===== src/rtl/pht_predictor.sv =====
// Pattern-history-table branch predictor.
// 2^IDX_W saturating counters indexed by PC bits, optionally XORed with a
// global history register (gshare). One-cycle registered prediction, one
// update per cycle with same-cycle forwarding, and a post-reset init sweep
// that fills the table so the array itself needs no reset.
module pht_predictor #(
  parameter int unsigned      IDX_W    = 10,
  parameter int unsigned      CNT_W    = 3,
  parameter int unsigned      HIST_W   = 8,
  parameter bit               GSHARE   = 1'b1,
  parameter logic [CNT_W-1:0] INIT_CNT = {1'b1, {(CNT_W-1){1'b0}}}
) (
  input  logic              clk,
  input  logic              rst_n,
  input  logic              pred_valid,
  input  logic [IDX_W-1:0]  pred_addr,
  output logic              predict,
  output logic [IDX_W-1:0]  pred_index,
  output logic              pred_out_valid,
  input  logic              upd_valid,
  input  logic [IDX_W-1:0]  upd_index,
  input  logic              upd_taken,
  output logic              init_busy,
  output logic [HIST_W-1:0] ghr
);

  localparam int unsigned DEPTH = 1 << IDX_W;

  typedef enum logic {
    ST_INIT = 1'b0,
    ST_RUN  = 1'b1
  } state_t;

  // Counter +1, held at the top of the range.
  function automatic logic [CNT_W-1:0] sat_inc(input logic [CNT_W-1:0] c);
    return (c == {CNT_W{1'b1}}) ? c : c + CNT_W'(1);
  endfunction

  // Counter -1, held at zero.
  function automatic logic [CNT_W-1:0] sat_dec(input logic [CNT_W-1:0] c);
    return (c == '0) ? c : c - CNT_W'(1);
  endfunction

  function automatic logic [CNT_W-1:0] cnt_next(input logic [CNT_W-1:0] c,
                                                input logic            taken);
    return taken ? sat_inc(c) : sat_dec(c);
  endfunction

  // Shift the newest outcome into the LSB; the HIST_W+1 staging vector keeps
  // this valid for a one-bit history as well.
  function automatic logic [HIST_W-1:0] hist_shift(input logic [HIST_W-1:0] h,
                                                   input logic              t);
    logic [HIST_W:0] tmp;
    tmp = {h, t};
    return tmp[HIST_W-1:0];
  endfunction

  state_t             state_q, state_d;
  logic [IDX_W-1:0]   init_ptr_q;
  logic [HIST_W-1:0]  ghr_q;
  logic [CNT_W-1:0]   table_q [DEPTH];

  logic               run;
  logic               pred_en;
  logic               upd_en;
  logic [IDX_W-1:0]   hist_ext;
  logic [IDX_W-1:0]   idx_p0;
  logic [CNT_W-1:0]   rd_cnt_p0;
  logic [CNT_W-1:0]   upd_old_p0;
  logic [CNT_W-1:0]   upd_new_p0;
  logic               fwd_p0;
  logic [CNT_W-1:0]   cnt_p0;

  logic               vld_p1;
  logic               pred_p1;
  logic [IDX_W-1:0]   idx_p1;

  assign run     = (state_q == ST_RUN);
  assign pred_en = run & pred_valid;
  assign upd_en  = run & upd_valid;

  // ---- stage p0: index formation, table read, update and forwarding ----
  assign hist_ext   = IDX_W'(ghr_q);
  assign idx_p0     = GSHARE ? (pred_addr ^ hist_ext) : pred_addr;
  assign rd_cnt_p0  = table_q[idx_p0];
  assign upd_old_p0 = table_q[upd_index];
  assign upd_new_p0 = cnt_next(upd_old_p0, upd_taken);
  assign fwd_p0     = upd_valid && (idx_p0 == upd_index);
  assign cnt_p0     = fwd_p0 ? upd_new_p0 : rd_cnt_p0;

  // Next-state logic: leave INIT once the last entry has been written.
  always_comb begin
    state_d = state_q;
    case (state_q)
      ST_INIT: if (init_ptr_q == {IDX_W{1'b1}}) state_d = ST_RUN;
      ST_RUN:  state_d = ST_RUN;
      default: state_d = ST_INIT;
    endcase
  end

  // State register, sweep pointer and global history.
  always_ff @(posedge clk or negedge rst_n) begin
    if (!rst_n) begin
      state_q    <= ST_INIT;
      init_ptr_q <= '0;
      ghr_q      <= '0;
    end else begin
      state_q <= state_d;
      if (!run) init_ptr_q <= init_ptr_q + IDX_W'(1);
      if (upd_en) ghr_q <= hist_shift(ghr_q, upd_taken);
    end
  end

  // Counter array: sweep writes during INIT, branch updates during RUN.
  always_ff @(posedge clk) begin
    if (!run) begin
      table_q[init_ptr_q] <= INIT_CNT;
    end else if (upd_en) begin
      table_q[upd_index] <= upd_new_p0;
    end
  end

  // ---- stage p1: registered prediction; outputs hold when idle ----
  always_ff @(posedge clk or negedge rst_n) begin
    if (!rst_n) begin
      vld_p1  <= 1'b0;
      pred_p1 <= 1'b0;
      idx_p1  <= '0;
    end else if (pred_en) begin
      vld_p1  <= 1'b1;
      pred_p1 <= cnt_p0[CNT_W-1];
      idx_p1  <= idx_p0;
    end else begin
      vld_p1  <= 1'b0;
    end
  end

  assign predict        = pred_p1;
  assign pred_index     = idx_p1;
  assign pred_out_valid = vld_p1;
  assign init_busy      = !run;
  assign ghr            = ghr_q;

endmodule


===== config.mk =====
export PLATFORM = sky130hd
export DESIGN_NAME = pht_predictor
export DESIGN_NICKNAME = d
export VERILOG_FILES = /design/src/rtl/pht_predictor.sv
export SDC_FILE = /design/constraint.sdc
export NUM_CORES = 2
export LEC_CHECK = 0
export CAP_MARGIN = 20
export CORE_AREA = 4 4 621 623
export CTS_CLUSTER_SIZE = 28
export DETAILED_ROUTE_END_ITERATION = 10
export DIE_AREA = 0 0 625 627
export DONT_BUFFER_PORTS = 1
export PLACE_DENSITY = 0.51
export SLEW_MARGIN = 20
export SYNTH_ARGS = -nofsm -noshare
export SYNTH_HDL_FRONTEND = slang
export SYNTH_SLANG_ARGS = --single-unit

===== constraint.sdc =====
create_clock -name clk -period 62.1 [get_ports clk]
set_input_delay 9.315 -clock clk [delete_from_list [all_inputs] [get_ports clk]]
set_output_delay 9.315 -clock clk [all_outputs]
set_load 0.05 [all_outputs]

; ---- Yosys cells after proc, flatten, opt, wreduce, memory -nomap -nowiden
; Memories as Yosys holds them, arrays and structs flattened. A register that Yosys moved wholly into a read port is not among the register bits.
; Index checks and enable logic that the tools add are counted.
[totals]
ff_bits = 30
ram_bits = 3072
mem_count = 1
[classes]
n_addsub = 3
eq_ne = 2
muxes = 13
bitwise = 4
n_reduce_logical = 4
[memory_table]
columns = memory, words, word_bits, read_ports, rd_ports_with_merged_regs, write_ports, line_no
row1 = table_q, 1024, 3, 2, 1, 1, 61  ; logic [CNT_W-1:0] table_q [DEPTH];
[ops]
columns = op, count
row1 = 3-bit 2-to-1 mux, 4
row2 = 10-bit by 1-bit adder with 10-bit output (second input constant), 1
row3 = 10-bit equality test (second input constant), 1
row4 = 10-bit 2-to-1 mux, 1
row5 = 10-bit by 8-bit bitwise XOR with 10-bit output, 1
row6 = 1-bit 2-to-1 mux, 7
row7 = 3-bit by 1-bit adder with 3-bit output (second input constant), 1
row8 = 3-bit equality test (second input constant), 1
row9 = 3-bit zero test, 1
row10 = 3-bit OR reduction, 1
row11 = 3-bit by 1-bit subtractor with 3-bit output (second input constant), 1
row12 = 1-bit AND, 2
row13 = 1-bit zero test, 2
row14 = 1-bit one-hot mux with 2 select lines, 1
row15 = 1-bit inverter, 1

; ---- Logic depth before layout (Yosys ltp)
[logic_depth]
ltp_word = 6
mapped_depth = 23
mapped_depth_nobuf = 16

; ---- Worst setup path before layout
; OpenSTA, ideal clock, no wires.
[synth_timing]
path_kind = input -> register
start = input port upd_index[0]
end = memory table_q[0][2] (data pin)
setup_time_ns = 8.134
t_arrival_ns = 51.494
required_time_ns = 53.966
setup_slack_ns = 2.472
stages = 21
n_path_buf = 7
path_cell_list = buf_6 buf_6 buf_6 buf_6 buf_4 buf_6 buf_6 mux2i_1 o221ai_1 o22ai_1 o31ai_1 o221ai_1 o21ai_0 a21oi_1 o21ai_1 inv_1 ha_1 inv_1 ha_1 nor2_1 o21ai_0
[synth_via]
elab_chain_len = 5
elab_cells_between_ends = 9
[synth_lines]
columns = element, line_no
row1 = start: declaration, 21  ; input logic [IDX_W-1:0] upd_index,
row2 = memory read 1024 x 3 bit *, n/a
row3 = 3-bit by 1-bit subtractor with 3-bit output (tied with other cells), 41  ; return (c == '0) ? c : c - CNT_W'(1);
row4 = 3-bit 2-to-1 mux (on tied branches), "41, 36"
row5 = 3-bit 2-to-1 mux *, 46  ; return taken ? sat_inc(c) : sat_dec(c);
row6 = 3-bit 2-to-1 mux (no source line) *, n/a
row7 = end: declaration, 61
; Every way passes the cells marked *; elsewhere a longest branch is shown, timed or not.

; ---- Final worst setup path
[layout_timing]
start = input port upd_index[0]
end = memory table_q[939][1] (data pin)
; Same word-level chain as after synthesis.

==> results.txt <==
Worst-Margin Slew -> 1260 ps
count of final setup violators -> 0
drt first pass iters -> 5
Layout area overhead -> 13.1%
VDD IR-drop max -> 0.0000216 V
RSZ-0062 raised after global routing -> false
Post-DP HPWL -> 276000 um
max_cap viols -> 0
status -> finished, final reports clean
largest fanout on the critical path -> 156
Root Buffer -> clkbuf_16
clk sink count -> 3103
met3 usage in global routing -> 0.0544
WHS Path Cells -> 1
GRT overflow -> 0
clock insertion delay at the later pin of the skew report -> 950 ps
Die Y -> 627 um
largest net degree at the start of global routing -> 607
crit path capture type -> flop
DRT Wirelength -> 471000 um
EDFF count, synth -> 3072
Netlist cell types -> 76
crit path DAT -> 17700 ps
Final Instance Area -> 150000 um2
Port Buffers -> 0
Starting Density -> 0.348
clock buffer depth -> 4
Num CTS Buffers -> 337
Hold Crit Endpoint -> init_ptr_q[4]
worst hold path class -> flop to flop
TritonCTS clock tree -> yes
YS warnings -> 0
r2r startpoint -> table_q[224][1]
post-DR wirelength/cell -> 37.8 um
antenna violations before repair -> 62
critical setup path kind -> input pin to flop
depth of the CTS H-tree -> 5
HP Start -> init_ptr_q[4]
initial DRC count -> 11.5k
slew margin rel. -> 0.150
post-layout minimum cycle time -> 17140 ps
Clock transition at path regs -> 60 ps
Yosys reg bits -> 3103
die width -> 625 um
Final Skew -> 67.0 ps
cell area after synthesis -> 133000 um2
Setup TNS -> 0 ps
met1 GRT Util -> 0.329
final max-slew violation count -> 0
antenna viol nets, final -> 0
die area -> 392000 um2
Via density -> 6.04
Post-CTS Hold Fix Bufs -> 0
grt peak-use layer -> met2
Via Count -> 75.3k
crit share post-route -> 0.276
Hold Fails Final Rpt -> 0
sequential fraction of the synthesis area -> 0.701
FF-to-FF path depth -> 17
number of rows in the core area -> 227
GPL Wtd Cong -> 0.887
post-layout net count -> 7173
Leak Pwr -> 42.6 nW
IO Count -> 46
Avg Synthesized Cell Area -> 18.5 um2
CORE AREA -> 381000 um2
met2 Track Usage GR -> 0.364
first-pass GRT wire length -> 643000 um
fmax -> 58.4 MHz
post-cts resize count -> 0
Tot GR Track Use -> 0.236
Top FF cell, synth -> edfxtp_1
PD cells -> 29.6 nW/um2
Syn Nets -> 7186
DRC viols -> 0
Mapped Cells -> 7156
async set or reset register ratio after synthesis -> 0.00999
fill count -> 34.1k
FF-to-FF End -> table_q[939][1]
DP Area -> 139000 um2
CP Data Required Time -> 62660 ps
share of post-route cells with drive strength above 1 -> 0.254
Post-CTS Repair Setup Buffers -> 0
number of global-route vias before repair -> 74.8k
startpoint types -> input pin
setup slack, reg-to-reg -> 54780 ps
[cells in the mapped netlist, drive strengths merged, types with 33 or more instances]
cell type	count	area (um2)
mux2i	237	2370
buf	250	1600
o22ai	64	400
a22oi	75	563
nor3	33	165
o21ai	54	270
edfxtp	3072	92200
a21oi	93	465
nand3	73	365
clkbuf	299	1120
nand2	333	1250
mux4	1063	23900
nor2	1100	4130
[metal layers]
metal | wire length, um | vias to the layer above
li1 | - | 29124
met5 | 111 | -
met4 | 19200 | 14
met1 | 186000 | 40779
met2 | 217000 | 4520
met3 | 48300 | 816
[kinds of logic (layout without fill, tap and decap cells)]
family,Yosys count,in the layout,synth area share
DFF,3103,3103,0.701
and+or+nand+nor,1665,1665,0.0506
muxes,1331,1331,0.201
buffers and inverters,564,817,0.0210
AOI/OAI and AO/OA,454,454,0.0233
xor gates and xnor gates,34,34,0.00225
adders and majority gates,5,5,0.000472
other,0,21,0
[through the flow]
step / hold slack (ps) / worst slack, ps / util / total power [mW] / cells
2_1_floorplan: 485 / 2470 / - / 2.40 / 7156
3_3_place_gp: 531 / 43650 / 0.363 / 2.44 / 11824
3_5_place_dp: 530 / 43670 / 0.364 / 2.44 / 11828
4_1_cts: 539 / 44640 / 0.392 / 4.44 / 12433
5_1_grt: 590 / 44500 / 0.394 / 4.55 / 12452
6_report: 542 / 44960 / 0.394 / 4.43 / 12468
[flip-flops by register name, indices dropped and copies added, names as in the netlist]
| register | cells |
|---|---|
| ghr | 8 |
| init_ptr_q | 10 |
| pred_index | 10 |
| pred_out_valid | 1 |
| predict | 1 |
| run | 1 |
| table_q | 3072 |
[power breakdown]
| group | leakage, nW | internal, mW | switching (mW) |
|---|---|---|---|
| Clock | 5.31 | 1.16 | 0.864 |
| Sequential | 26.4 | 2.27 | 0 |
| Combinational | 10.9 | 0.0460 | 0.101 |
[cell type report]
class | count | area (um2) | share of cell area
flip-flops and latches | 3103 | 93000 | 0.620
multi-input cells | 3489 | 37500 | 0.250
diodes | 21 | 52.6 | 0.000350
clock inverters | 202 | 2130 | 0.0142
inverters | 15 | 66.3 | 0.000442
clock buffers | 403 | 8790 | 0.0586
well taps | 5038 | 6300 | 0.0420
repair buffers | 197 | 2080 | 0.0139
[how the worst max path moves through the flow]
stage	startpoint	endpoint	cells past startpoint
floorplan	upd_index[0]	table_q[0][2]	21
global placement	upd_index[0]	table_q[384][2]	20
detailed placement	upd_index[0]	table_q[385][2]	21
CTS	upd_index[0]	table_q[195][2]	21
global route	upd_index[0]	table_q[939][1]	21
finish	upd_index[0]	table_q[939][1]	21
[critical path, stage by stage]
cell and delay, ps:
buf_16 260, buf_16 460, buf_16 460, buf_16 480, mux4_2 600, mux4_2 520
nand2_1 90, o31ai_1 80, o41ai_1 630, o21ai_0 190, a21oi_1 400, o21ai_1 220
inv_1 110, ha_1 200, ha_1 170, nor2b_1 210, a21oi_1 140, a31oi_4 760
buf_12 420, buf_16 460, buf_4 870
[cells in the final DEF (no fill, tap or decap), types with 13 or more instances in the layout]
cell type / synthesis / layout
clkbuf_16: 0 / 341
a31oi_1: 21 / 20
nor4_1: 29 / 29
a22o_1: 14 / 14
nor2_1: 1100 / 1090
bufinv_16: 0 / 34
buf_16: 0 / 22
diode_2: 0 / 21
nand2_1: 333 / 293
clkbuf_1: 299 / 60
mux2_2: 31 / 31
nand3_1: 73 / 67
nor3_1: 33 / 27
nand2_4: 0 / 19
a211oi_1: 21 / 20
clkinvlp_4: 0 / 16
buf_4: 65 / 160
xnor2_1: 22 / 17
nor2b_1: 32 / 25
mux2i_1: 237 / 237
o211ai_1: 13 / 13
dfrtp_1: 31 / 31
edfxtp_1: 3072 / 3072
a22oi_1: 75 / 75
a21oi_1: 93 / 91
mux4_2: 1063 / 1063
clkinv_2: 0 / 62
nand2b_1: 13 / 13
o22ai_1: 64 / 64
o21ai_0: 51 / 50
clkinv_1: 1 / 59
Power figures use the tool's default switching activity.
